### src/rtl/eco32f_prefetch.sv
// rtl/eco32f_prefetch.sv - ECO32F instruction prefetch unit with Wishbone burst fetch
//
// Fetches aligned instruction blocks over a Wishbone B4 incrementing burst and
// feeds them through an instruction queue to the decode stage.
//
// Ports:
//   clk, rst             clock; asynchronous active-low reset
//   redirect/redirect_pc flush the queue and restart fetching at redirect_pc
//   id_*                 queue head towards decode (valid/ready handshake)
//   iwbm_*               Wishbone instruction-bus master
//
// Build option: ECO32F_PREFETCH_RTY_EN - a retry response ends the bus cycle and
// the remainder of the block is re-requested; without it a retry is a bus fault.

module eco32f_prefetch #(
  parameter logic [31:0] RESET_PC  = 32'he0000000,
  parameter int          BURST_LEN = 8,
  parameter int          DEPTH     = 16
) (
  input  logic        clk,
  input  logic        rst,
  input  logic        redirect,
  input  logic [31:0] redirect_pc,
  output logic        id_valid,
  input  logic        id_ready,
  output logic [31:0] id_pc,
  output logic [31:0] id_insn,
  output logic        id_exc_ibus_fault,
  output logic [31:0] iwbm_adr_o,
  output logic        iwbm_stb_o,
  output logic        iwbm_cyc_o,
  output logic [3:0]  iwbm_sel_o,
  output logic        iwbm_we_o,
  output logic [2:0]  iwbm_cti_o,
  output logic [1:0]  iwbm_bte_o,
  output logic [31:0] iwbm_dat_o,
  input  logic        iwbm_ack_i,
  input  logic        iwbm_err_i,
  input  logic        iwbm_rty_i,
  input  logic [31:0] iwbm_dat_i
);

  localparam logic [31:0] ECO32F_INSN_NOP = 32'h1500_0000;
  localparam int OFS_W = $clog2(BURST_LEN);
  localparam int PW    = $clog2(DEPTH);
  localparam int CW    = PW + 1;

  typedef enum logic [1:0] {IDLE, BURST, HALT} state_t;

  state_t        state, state_nxt;
  // Holds the next fetch address while idle and the current beat address in a burst.
  logic [31:0]   adr, adr_nxt;
  // Keeps the first edge after reset free of start decisions.
  logic          armed;
  logic [PW-1:0] wr_ptr, rd_ptr;
  logic [CW-1:0] count;
  logic [31:0]   q_pc   [DEPTH];
  logic [31:0]   q_insn [DEPTH];
  logic          q_fault[DEPTH];

  logic          enq, enq_fault, deq, last_beat, bus_fault, bus_retry;
  logic [31:0]   enq_insn;
  logic [CW-1:0] burst_n, free_slots;
  logic          unused_pc_bits;

  assign unused_pc_bits = ^redirect_pc[1:0];

`ifdef ECO32F_PREFETCH_RTY_EN
  assign bus_fault = iwbm_err_i;
  assign bus_retry = iwbm_rty_i;
`else
  assign bus_fault = iwbm_err_i | iwbm_rty_i;
  assign bus_retry = 1'b0;
`endif

  // Beats left to the end of the aligned block; the burst always stops there,
  // so it can never cross a block boundary.
  assign last_beat  = &adr[OFS_W+1:2];
  assign burst_n    = CW'(BURST_LEN) - CW'(adr[OFS_W+1:2]);
  assign free_slots = CW'(DEPTH) - count;

  assign id_valid          = (count != '0);
  assign id_pc             = id_valid ? q_pc[rd_ptr] : 32'h0;
  assign id_insn           = id_valid ? q_insn[rd_ptr] : ECO32F_INSN_NOP;
  assign id_exc_ibus_fault = id_valid & q_fault[rd_ptr];
  assign deq               = id_valid & id_ready & ~redirect;

  assign iwbm_adr_o = adr;
  assign iwbm_cyc_o = (state == BURST);
  assign iwbm_stb_o = (state == BURST);
  assign iwbm_cti_o = (state == BURST && !last_beat) ? 3'b010 : 3'b111;
  assign iwbm_sel_o = 4'b1111;
  assign iwbm_we_o  = 1'b0;
  assign iwbm_dat_o = 32'h0;
  assign iwbm_bte_o = 2'b00;

  // A burst only starts when every beat it can return already has a free
  // slot, so count plus outstanding beats never exceeds DEPTH. A retried
  // remainder needs no more slots than were set aside for it originally.
  always_comb begin
    state_nxt = state;
    adr_nxt   = adr;
    enq       = 1'b0;
    enq_insn  = iwbm_dat_i;
    enq_fault = 1'b0;
    unique case (state)
      IDLE: begin
        if (armed && free_slots >= burst_n) state_nxt = BURST;
      end
      BURST: begin
        if (bus_fault) begin
          enq       = 1'b1;
          enq_insn  = ECO32F_INSN_NOP;
          enq_fault = 1'b1;
          state_nxt = HALT;
        end else if (bus_retry) begin
          state_nxt = IDLE;
        end else if (iwbm_ack_i) begin
          enq     = 1'b1;
          adr_nxt = adr + 32'd4;
          if (last_beat) state_nxt = IDLE;
        end
      end
      HALT: begin
      end
      default: state_nxt = IDLE;
    endcase
    if (redirect) begin
      state_nxt = IDLE;
      adr_nxt   = {redirect_pc[31:2], 2'b00};
      enq       = 1'b0;
    end
  end

  always_ff @(posedge clk or negedge rst) begin
    if (!rst) begin
      state  <= IDLE;
      adr    <= RESET_PC;
      armed  <= 1'b0;
      wr_ptr <= '0;
      rd_ptr <= '0;
      count  <= '0;
    end else begin
      state <= state_nxt;
      adr   <= adr_nxt;
      armed <= 1'b1;
      if (redirect) begin
        wr_ptr <= '0;
        rd_ptr <= '0;
        count  <= '0;
      end else begin
        if (enq) wr_ptr <= wr_ptr + 1'b1;
        if (deq) rd_ptr <= rd_ptr + 1'b1;
        count <= count + CW'(enq) - CW'(deq);
      end
    end
  end

  always_ff @(posedge clk) begin
    if (enq) begin
      q_pc[wr_ptr]    <= adr;
      q_insn[wr_ptr]  <= enq_insn;
      q_fault[wr_ptr] <= enq_fault;
    end
  end

endmodule
### config.mk
export PLATFORM = sky130hd
export DESIGN_NAME = eco32f_prefetch
export DESIGN_NICKNAME = d
export VERILOG_FILES = /design/src/rtl/eco32f_prefetch.sv
export SDC_FILE = /design/constraint.sdc
export NUM_CORES = 1
export LEC_CHECK = 0
export BUFFER_PORTS_ARGS = -buffer_cell sky130_fd_sc_hd__buf_2
export CAP_MARGIN = 10
export CORE_MARGIN = 1.5
export CORE_UTILIZATION = 35
export CTS_CLUSTER_DIAMETER = 40
export CTS_CLUSTER_SIZE = 40
export DETAILED_ROUTE_END_ITERATION = 8
export HOLD_SLACK_MARGIN = 0.15
export PLACE_DENSITY = 0.6
export SLEW_MARGIN = 40
export SYNTH_ARGS = -nofsm -noshare
export SYNTH_HDL_FRONTEND = slang
export SYNTH_SLANG_ARGS = --single-unit
### constraint.sdc
create_clock -name clk -period 7.5 [get_ports clk]
set_input_delay 1.5 -clock clk [delete_from_list [all_inputs] [get_ports clk]]
set_output_delay 1.5 -clock clk [all_outputs]
set_load 0.05 [all_outputs]
==> results of run 1 <==
-- area by class of cell --
cell class / instances / area (um2) / share of cell area
sequential: 1054 / 31440 / 0.6443
multi-input combinational: 773 / 9582 / 0.1964
clock buffer: 151 / 3437 / 0.07044
tap: 1536 / 1922 / 0.03938
timing repair buffer: 221 / 1460 / 0.02992
clock inverter: 86 / 883.3 / 0.01810
inverter: 20 / 75.07 / 0.001538
-- per-layer routing --
metal  vias to the layer above  part of all wire  GRT usage
li1                       8512                 -          -
met1                     10700              0.43     0.2175
met2                       609              0.50     0.2667
met3                       136             0.052    0.02957
met4                         0             0.019    0.04646
met5                         -                 0          0
-- layout by cell type, fill, tap and decap left out, drive strengths merged, types with 2 or more instances in the layout --
master,instances
a21oi,5
and2,5
and3,5
and4,3
buf,221
bufinv,9
clkbuf,151
clkinv,44
clkinvlp,11
conb,45
dfrtp,43
dfstp,3
edfxtp,1008
ha,21
inv,42
mux2,2
mux2i,123
mux4,255
nand2,42
nand2b,3
nand3,13
nand4,12
nor2,37
nor2b,33
nor3,8
nor4,10
nor4b,3
o21ai,29
o22ai,60
or2,9
or3,3
xnor2,26
xor2,14
-- power by group --
group / internal [uW] / switching (uW)
sequential: 6690 / 151
combinational: 1470 / 2620
clock: 3660 / 2480
-- per-stage QoR --
step	util	instance area, um2	total power, uW	worst slack (ns)
after floorplan	-	41640	10010	0.1511
after global routing	0.4144	48800	17730	1.853
after detailed placement	0.3758	44260	11130	2.441
after global placement	0.3755	44220	11050	2.478
final	0.4144	48800	17080	2.065
after CTS	0.4125	48580	17290	1.943
-- path summary, 6_finish.rpt --
path	startpoint	to	slack, ns	cells after the start
worst max-delay path	count[1]$_DFF_PN0_	id_pc[23]	2.07	9
worst min-delay path	iwbm_adr_o[6]$_DFFE_PN0P_	iwbm_adr_o[6]$_DFFE_PN0P_	0.62	2
worst max register to register	count[1]$_DFF_PN0_	count[4]$_DFF_PN0_	4.04	16
worst min register to register	iwbm_adr_o[6]$_DFFE_PN0P_	iwbm_adr_o[6]$_DFFE_PN0P_	0.62	2
max in group asynchronous	rst	rd_ptr[1]$_DFFE_PN0P_	6.11	2
min in group asynchronous	rst	iwbm_adr_o[15]$_DFFE_PN0P_	0.90	2
-- flip-flops by register name (all words and copies together), names as in the netlist, 2 cells and up --
register,cells
iwbm_adr_o,30
q_fault,16
q_pc,480
q_insn,512
rd_ptr,4
state,2
wr_ptr,4
count,5
-- worst reg2reg max path, stage by stage, from the launching register on --
cell      delay [ns]
dfrtp_1         0.40
inv_1           0.10
ha_1            0.22
and2_1          0.15
ha_1            0.33
nor2b_1         0.52
and2_1          0.21
ha_1            0.22
inv_1           0.05
ha_1            0.16
inv_1           0.06
fa_1            0.43
nor2_1          0.12
nor2_1          0.05
o21bai_1        0.15
xnor2_1         0.13
nor2_1          0.06
-- cells by family (layout without fill, tap and decap cells) --
group,count (synthesis),in the layout
other,2,45
multiplexers,380,380
AND/OR/NAND/NOR,188,188
AO/OA/AOI/OAI,98,98
XOR/XNOR,40,40
buffers and inverters,169,478
flip-flops,1054,1054
adder cells (fa/ha/maj),22,22
==> qor.log, run 1 <==
[logic_synthesis] simple-gate area share of the yosys netlist 0.02431
[sta] unrepaired setup endpoints after global routing false
[grt] total global routing track utilization 0.1612
[clock_network] Root Buffer clkbuf_16
[worst_setup_path] crit path buf inv count 4
[logic_synthesis] async set-or-reset flop fraction in the synthesized netlist 0.04364
[grt] largest net degree at the start of global routing 83
[sta] Slew headroom 0.4003
[logic_synthesis] area fraction of the dominant cell type after synthesis 0.7297
[floorplan] die span in y 347.3 um
[finish] antenna diode instance count 0
[grt] global-route wire length before repair 142.1 mm
[clock_network] clock tree from TritonCTS yes
[logic_synthesis] most frequently used cell type in the post-synthesis netlist edfxtp_1
[drt] number of remaining DRC errors 0
[sta] Max Clk Rate 184.0 MHz
[sta] final hold violation count 0
[finish] number of filler instances in the final layout 10,170
[clock_network] hold bufs inserted after CTS 0
[drt] routed wire length 96.66 mm
[drt] Routed Antenna Nets 0
[sta] slew at the pin with the worst max-slew slack 0.8996 ns
[sta] ratio of final minimum period to clock period 0.7246
[worst_setup_path] kind of critical path reg -> out
[clock_network] insertion delay to the later sink of the worst-skew pair 0.72 ns
[logic_synthesis] fraction of the mapped netlist area in compound gates 0.01384
[clock_network] clock sink count 1,054
[drt] Initial DRT Pass Iterations 5
[worst_setup_path] CP arrival 3.93 ns
[worst_setup_path] master of the slowest instance on the critical path buf_4
[worst_setup_path] Slowest Stage Delay on Critical Path 0.63 ns
[sta] number of max-slew violations in the final report 0
[placed_design] port bufs 166
[drt] Routed wire per std cell 25.17 um
[logic_synthesis] cell taking the most area after synthesis edfxtp_1
[logic_synthesis] number of warnings printed during yosys synthesis 0
[clock_network] setup fix buffers added after clock tree synthesis 0
[worst_setup_path] critical path cell sequence inv_1, ha_1, and2_1, ha_1, inv_1, nand2_4, buf_4, o22ai_1, buf_2
[finish] final-stage net count 2,294
[logic_synthesis] top cells by area in the synthesized netlist edfxtp_1, mux4_2, mux2i_1, dfrtp_1, o22ai_1
[drt] average via count per standard cell 5.196
[floorplan] area of the die 120,600 um2
[logic_synthesis] largest family of logic cells by synthesized area multiplexers
[finish] area added between synthesis and finish 17.63%
[sta] Fin Clk Skew 0.04381 ns
[sta] minimum hold slack 0.6165 ns
[logic_synthesis] adder-cell area share of the yosys netlist 0.006817
[worst_setup_path] Required @ worst endpoint 6.00 ns
[worst_setup_path] type of element capturing the critical path primary output
[logic_synthesis] proportion of synthesized chip area in sequential cells 0.7575
[drt] count of vias placed by the detailed router 19,960
[logic_synthesis] number of enable-type register cells in the synthesized netlist 1,008
[logic_synthesis] Netlist cell types 44
[logic_synthesis] top post-synthesis cells by count edfxtp_1, mux4_2, mux2i_1
[hold_path] Hold/Removal Path Class reg -> reg
[floorplan] width of the die 347.3 um
[floorplan] core footprint 117,800 um2
[outcome] status complete, no violations
[placed_design] final estimated routing congestion in global placement 0.8116
[worst_setup_path] family with the most delay on the worst path buffers and inverters
[clock_network] clock buffer count from CTS 131
[worst_setup_path] startpoint type of the worst setup path register
[floorplan] starting density of the core 0.3522
[worst_setup_path] largest fanout on the critical path 32
[clock_network] number of buffers on the longest clock path 3
[finish] Cell Count, Final, Fillers Out 3,841
[logic_synthesis] average cell area after synthesis 21.24 um2
[placed_design] dpl cells 3,598
[logic_synthesis] Syn Inst Count 1,953
[sta] setup TNS after final layout 0 ns
[sta] number of setup violations in the final report 0
[drt] drt initial violations 1,853
[job] max-cap violations 0
[floorplan] number of placement rows 126
[grt] number of global-route vias before repair 21,320
[logic_synthesis] area of the mapped netlist 41,480 um2
[logic_synthesis] multiplexer fraction of the synthesized cell area 0.1687
[clock_network] clock transition time at the flip-flop clock pins of the worst setup and hold paths 0.05 ns
[pwr] worst vdd ir 0.1893 mV
[grt] total congestion overflow 0
[placed_design] HPWL reported at the end of detailed placement 52.14 mm
[clock_network] number of levels in the clock H-tree 4
[sta] final critical delay including setup and external delays 5.435 ns
[floorplan] I/O Pins 213
[clock_network] post-CTS resize count 0
[pwr] power density over the cells 350.0 nW/um2
[logic_synthesis] post-synthesis xor/xnor area fraction 0.008445
[finish] layout cells sized above 1 0.3293
[pwr] leakage power of the design 0.01537 uW
[logic_synthesis] Yosys reg bits 1,054
[logic_synthesis] Top FF cell, synth edfxtp_1
[grt] antenna violations before repair 5
(Power assumes the default switching activity.)
==> run 2, diff against run 1 <==
PLACE_DENSITY = 0.62   (was 0.6)
clock period = 4.8 ns   (was 7.5 ns; I/O delays follow)
==> run 2 against run 1 <==
Worst setup slack worse by 1.9 ns. Wire length up 0.76%. Hold slack worse by 0.36 ns. Combinational power up 56%. Critical path type unchanged.
==> qor.log, run 2 (same netlist as run 1, synthesis figures left out) <==
[outcome] status complete, no violations
[sta] unrepaired setup endpoints after global routing false
[grt] total congestion overflow 0
[finish] number of filler instances in the final layout 10,110
[grt] total global routing track utilization 0.1607
[grt] layer carrying the most global-route usage met2
[pwr] worst vdd ir 0.3655 mV
[placed_design] DP Area 44,740 um2
[drt] number of remaining DRC errors 0
[floorplan] core footprint 117,800 um2
[grt] global routing met1 resource utilization 0.2175
[clock_network] post-CTS resize count 0
[worst_setup_path] count of cells along the worst register-to-register path 16
[clock_network] number of buffers on the longest clock path 3
[clock_network] clock buffer count from CTS 121
[worst_setup_path] start of the worst register-to-register path count[1]$_DFF_PN0_
[worst_setup_path] type of element capturing the critical path primary output
[worst_setup_path] Register-to-Register Setup Slack 1.30 ns
[sta] Fin Clk Skew 0.03390 ns
[sta] final hold violation count 0
[drt] routed wire length 97.40 mm
[clock_network] clock transition time at the flip-flop clock pins of the worst setup and hold paths 0.06 ns
[finish] area added between synthesis and finish 18.44%
[floorplan] area of the die 120,600 um2
[finish] leading cell type in the layout, fill and taps excluded edfxtp_1
[floorplan] die span in y 347.3 um
[clock_network] insertion delay to the later sink of the worst-skew pair 0.73 ns
[clock_network] clock sink count 1,054
[grt] number of global-route vias before repair 21,040
[grt] global-route wire length before repair 141.9 mm
[sta] number of max-slew violations in the final report 0
[worst_setup_path] kind of critical path reg -> out
[clock_network] number of levels in the clock H-tree 3
[finish] highest-count cells in the layout ignoring fill and taps edfxtp_1, mux4_2, buf_2
[finish] number of flip-flops under the largest register name 512
[placed_design] final estimated routing congestion in global placement 0.7966
[drt] Routed Antenna Nets 0
[placed_design] HPWL reported at the end of detailed placement 52.26 mm
[worst_setup_path] launch point of the critical path count[1]$_DFF_PN0_
[floorplan] starting density of the core 0.3522
[floorplan] number of placement rows 126
[clock_network] setup fix buffers added after clock tree synthesis 0
[finish] Cell Count, Final, Fillers Out 3,853
[worst_setup_path] CP arrival 3.64 ns
[finish] Final Instance Area 49,130 um2
[grt] GR met3 Demand/Resource 0.02598
[drt] count of vias placed by the detailed router 19,900
[worst_setup_path] Worst R2R End count[4]$_DFF_PN0_
[worst_setup_path] Required @ worst endpoint 3.84 ns
[worst_setup_path] startpoint type of the worst setup path register
[drt] Routed wire per std cell 25.28 um
[clock_network] clock tree from TritonCTS yes
[worst_setup_path] termination of the worst setup path id_pc[23]
[pwr] leakage power of the design 0.01544 uW
[floorplan] width of the die 347.3 um
[grt] met2 Usage GRT 0.2713
[sta] slew at the pin with the worst max-slew slack 0.8428 ns
[sta] final critical delay including setup and external delays 4.595 ns
[grt] largest net degree at the start of global routing 61
[job] max-cap violations 0
[clock_network] hold bufs inserted after CTS 0
[finish] layout cells sized above 1 0.3372
[grt] antenna violations before repair 1
[floorplan] I/O Pins 213
[finish] final-stage net count 2,301
[drt] drt initial violations 1,633
[sta] Slew headroom 0.4382
[sta] Max Clk Rate 217.6 MHz
[worst_setup_path] largest fanout on the critical path 29
[drt] Initial DRT Pass Iterations 5
[sta] ratio of final minimum period to clock period 0.9574
[placed_design] dpl cells 3,621
[placed_design] port bufs 166
[pwr] power density over the cells 542.9 nW/um2
[finish] Most flops, register q_insn
[sta] number of setup violations in the final report 0
[hold_path] Hold/Removal Path Class in -> async
[drt] average via count per standard cell 5.164
[sta] minimum hold slack 0.2520 ns
[clock_network] Root Buffer clkbuf_16
## run 2: changes by cell type in the layout (fill, tap and decap cells not counted), moves of 4 or more
cell	before	now
clkinv_2	18	9
nor3_4	0	4
clkbuf_16	134	123
inv_8	8	16
buf_12	11	32
clkinvlp_4	11	17
clkinv_4	6	11
clkbuf_1	15	7
## run 2: worst max-delay path, stage by stage, from the launching register on
cell and delay (ns):
dfrtp_1 0.41, inv_1 0.11, ha_1 0.22, and2_1 0.15, ha_1 0.34, inv_1 0.18, nand2_4 0.26, buf_12 0.31
o22ai_1 0.49, buf_2 0.37
## run 2: worst min path at each step
stage	slack, ns	start	cells after the start	end
final	0.25	rst	1	state[1]$_DFFE_PN0P_
after global routing	0.27	rst	1	iwbm_adr_o[3]$_DFFE_PN0P_
after CTS	0.22	rst	1	iwbm_adr_o[10]$_DFFE_PN0P_
after detailed placement	0.61	wr_ptr[1]$_DFFE_PN0P_	2	wr_ptr[1]$_DFFE_PN0P_
after global placement	0.58	wr_ptr[1]$_DFFE_PN0P_	2	wr_ptr[1]$_DFFE_PN0P_
after floorplan	0.56	wr_ptr[1]$_DFFE_PN0P_	2	wr_ptr[1]$_DFFE_PN0P_
## run 2: through the flow
step | total power, uW | util | setup slack, ns | setup TNS (ns)
floorplan | 15630 | - | -0.3221 | -259.41
global placement | 17260 | 0.3795 | 0.9374 | 0
detailed placement | 17410 | 0.3799 | 0.9944 | 0
global route | 27690 | 0.4172 | 0.08414 | 0
CTS | 27010 | 0.4165 | 0.1803 | 0
finish | 26670 | 0.4172 | 0.2047 | 0
## run 2: where the power goes
part	switching (uW)	total, uW	internal (uW)
sequential	271	10700	10400
combinational	3990	6390	2400
clock	4050	9570	5520
total	8310	26700	18400
## run 2: metal layers
metal / vias up / part of all wire
met5: - / 0
met4: 0 / 0.016
met3: 104 / 0.052
met2: 610 / 0.50
met1: 10650 / 0.44
li1: 8533 / -
## run 2: final cells by class
cell class / count / area, um2 / area share
antenna: 1 / 2.502 / 0.00005093
clock inverter: 101 / 1205 / 0.02453
inverter: 20 / 75.07 / 0.001528
clock buffer: 130 / 3104 / 0.06318
tap: 1536 / 1922 / 0.03912
timing repair buffer: 238 / 1778 / 0.03619
multi-input combinational: 773 / 9605 / 0.1955
sequential: 1054 / 31440 / 0.6399
==> run 3, diff against run 2 <==
CORE_MARGIN = 10   (was 1.5)
==> run 3 against run 2 <==
Hold slack gained 0.091 ns. Power grew 2.0%. Worst setup slack lost 0.045 ns. Core utilization grew 0.055 points. Via count grew 0.69%. Non-clock buffer count is the same. Combinational power grew 0.6%. Sequential share of layout area shrank 0.17 points. Count of clock-buffer cells in the layout grew 17. Flip-flop and latch count is the same. Highest routed layer is now met5.
==> qor.log, run 3 (same netlist as run 1, synthesis figures left out) <==
[outcome] status complete, no violations
[drt] wire length on met1 41.57 mm
[sta] setup TNS after final layout 0 ns
[worst_setup_path] family with the most delay on the worst path buffers and inverters
[worst_setup_path] startpoint type of the worst setup path register
[grt] total global routing track utilization 0.1503
[finish] fraction of the core area covered by cells at the end of the flow 0.4177
[grt] global-route wire length before repair 146.6 mm
[drt] routed wire length 100.2 mm
[sta] final hold violation count 0
[sta] unrepaired setup endpoints after global routing false
[clock_network] clock sink count 1,054
[grt] number of global-route vias before repair 21,640
[sta] final critical delay including setup and external delays 4.641 ns
[worst_setup_path] Register-to-Register Setup Slack 1.24 ns
[placed_design] DP Area 44,590 um2
[finish] final-stage net count 2,313
[worst_setup_path] count of cells along the worst register-to-register path 17
[placed_design] port bufs 166
[sta] Fin Clk Skew 0.03029 ns
[sta] number of max-slew violations in the final report 0
[worst_setup_path] Slowest Stage Delay on Critical Path 0.49 ns
[drt] Initial DRT Pass Iterations 5
[finish] leading cell type in the layout, fill and taps excluded edfxtp_1
[clock_network] clock tree from TritonCTS yes
[sta] Max Clk Rate 215.5 MHz
[drt] routed wl met2 50.52 mm
[finish] area added between synthesis and finish 18.75%
[worst_setup_path] start of the worst register-to-register path count[1]$_DFF_PN0_
[finish] Final Instance Area 49,260 um2
[placed_design] final estimated routing congestion in global placement 0.8000
[clock_network] clock buffer count from CTS 133
[finish] layout cells sized above 1 0.3403
[drt] number of remaining DRC errors 0
[pwr] power density over the cells 552.1 nW/um2
[clock_network] clock transition time at the flip-flop clock pins of the worst setup and hold paths 0.06 ns
[drt] Routed wire per std cell 25.90 um
[drt] uppermost signal routing layer after detailed routing met5
[grt] total congestion overflow 0
[worst_setup_path] type of element capturing the critical path primary output
[worst_setup_path] kind of critical path reg -> out
[floorplan] die span in y 364.3 um
[job] max-cap violations 0
[finish] Most flops, register q_insn
[floorplan] core footprint 117,900 um2
[placed_design] dpl cells 3,621
[sta] slew at the pin with the worst max-slew slack 0.8320 ns
[drt] average via count per standard cell 5.180
[grt] antenna violations before repair 8
[sta] ratio of final minimum period to clock period 0.9668
[worst_setup_path] Required @ worst endpoint 3.84 ns
[floorplan] width of the die 364.3 um
[floorplan] I/O Pins 213
[floorplan] starting density of the core 0.3518
[drt] Routed Antenna Nets 0
[finish] number of flip-flops under the largest register name 512
[sta] Slew headroom 0.4453
[drt] count of vias placed by the detailed router 20,030
[floorplan] number of placement rows 126
[finish] Cell Count, Final, Fillers Out 3,867
[worst_setup_path] master of the slowest instance on the critical path o22ai_1
[worst_setup_path] crit path buf inv count 4
[pwr] worst vdd ir 0.3035 mV
[sta] number of setup violations in the final report 0
[worst_setup_path] CP arrival 3.68 ns
[worst_setup_path] critical path cell sequence inv_1, ha_1, and2_1, ha_1, buf_4, or2_4, buf_4, o22ai_1, buf_2
[hold_path] Hold/Removal Path Class in -> async
[drt] drt initial violations 1,565
[clock_network] insertion delay to the later sink of the worst-skew pair 0.72 ns
[clock_network] number of buffers on the longest clock path 3
[clock_network] Root Buffer clkbuf_16
[grt] largest net degree at the start of global routing 79
[placed_design] HPWL reported at the end of detailed placement 55.16 mm
[pwr] leakage power of the design 0.01557 uW
[clock_network] setup fix buffers added after clock tree synthesis 0
[worst_setup_path] Worst R2R End count[4]$_DFF_PN0_
[worst_setup_path] largest fanout on the critical path 26
[floorplan] area of the die 132,700 um2
[drt] Met3 Wirelength 6.393 mm
[finish] highest-count cells in the layout ignoring fill and taps edfxtp_1, mux4_2, buf_2
[clock_network] number of levels in the clock H-tree 4
-- run 3: changes by cell type in the layout (fill, tap and decap cells not counted), sizes merged --
cell,previous run,this run
clkbuf,130,147
bufinv,12,11
clkinvlp,17,9
inv,54,51
clkinv,38,47
-- run 3: how the worst max path moves through the flow --
stage               cells past startpoint               endpoint  slack [ns]               start
floorplan                               5  q_fault[12]$_DFFE_PP_       -0.32          iwbm_ack_i
global placement                        9              id_pc[30]        0.85  count[1]$_DFF_PN0_
detailed placement                      9              id_pc[30]        0.82  count[1]$_DFF_PN0_
CTS                                     9              id_pc[30]        0.01  count[1]$_DFF_PN0_
global route                            9              id_pc[30]        0.05  count[1]$_DFF_PN0_
finish                                  9              id_pc[30]        0.16  count[1]$_DFF_PN0_
-- run 3: routing by layer --
metal  track usage  vias up
met5             0        -
met4       0.03725        2
met3       0.03568      127
met2        0.2541      652
met1        0.1946    10710
li1              -     8544
-- run 3: repair_timing --
action,CTS,global route
endpoints found under the setup margin,0,3
hold buffers,0,0
gates resized for setup,0,2
-- run 3: area by class of cell --
class | instances | area, um2
repair buffers | 238 | 1622
flip-flops and latches | 1054 | 31440
inverters | 20 | 75.07
well taps | 1536 | 1922
diodes | 1 | 2.502
multi-input cells | 773 | 9622
fillers | 10180 | 68660
clock inverters | 98 | 1071
clock buffers | 147 | 3508
-- run 3: worst register-to-register path, cell delays in order, from the launching register on --
cell,delay [ns]
dfrtp_1,0.40
inv_1,0.11
ha_1,0.22
and2_1,0.15
ha_1,0.23
buf_4,0.19
nor2b_1,0.45
and2_1,0.21
ha_1,0.22
inv_1,0.05
ha_1,0.15
inv_1,0.06
fa_1,0.43
nor2_1,0.16
nor2_1,0.06
o21bai_1,0.16
xnor2_1,0.13
nor2_1,0.05
-- run 3: through the flow --
stage                     setup WS [ns]  hold slack (ns)  total power, uW
after global routing            0.04641           0.3713            28310
after CTS                       0.01135           0.3103            27560
final                            0.1593           0.3427            27200
after global placement           0.8490           0.5797            17340
after floorplan                 -0.3221           0.5589            15630
after detailed placement         0.8220           0.6262            17460
-- run 3: power breakdown --
| group | switching [uW] | internal (uW) | total, uW | leakage, uW |
|---|---|---|---|---|
| registers | 269 | 10400 | 10700 | 0.00967 |
| logic | 4110 | 2320 | 6430 | 0.00367 |
| clock network | 4030 | 6020 | 10100 | 0.00222 |
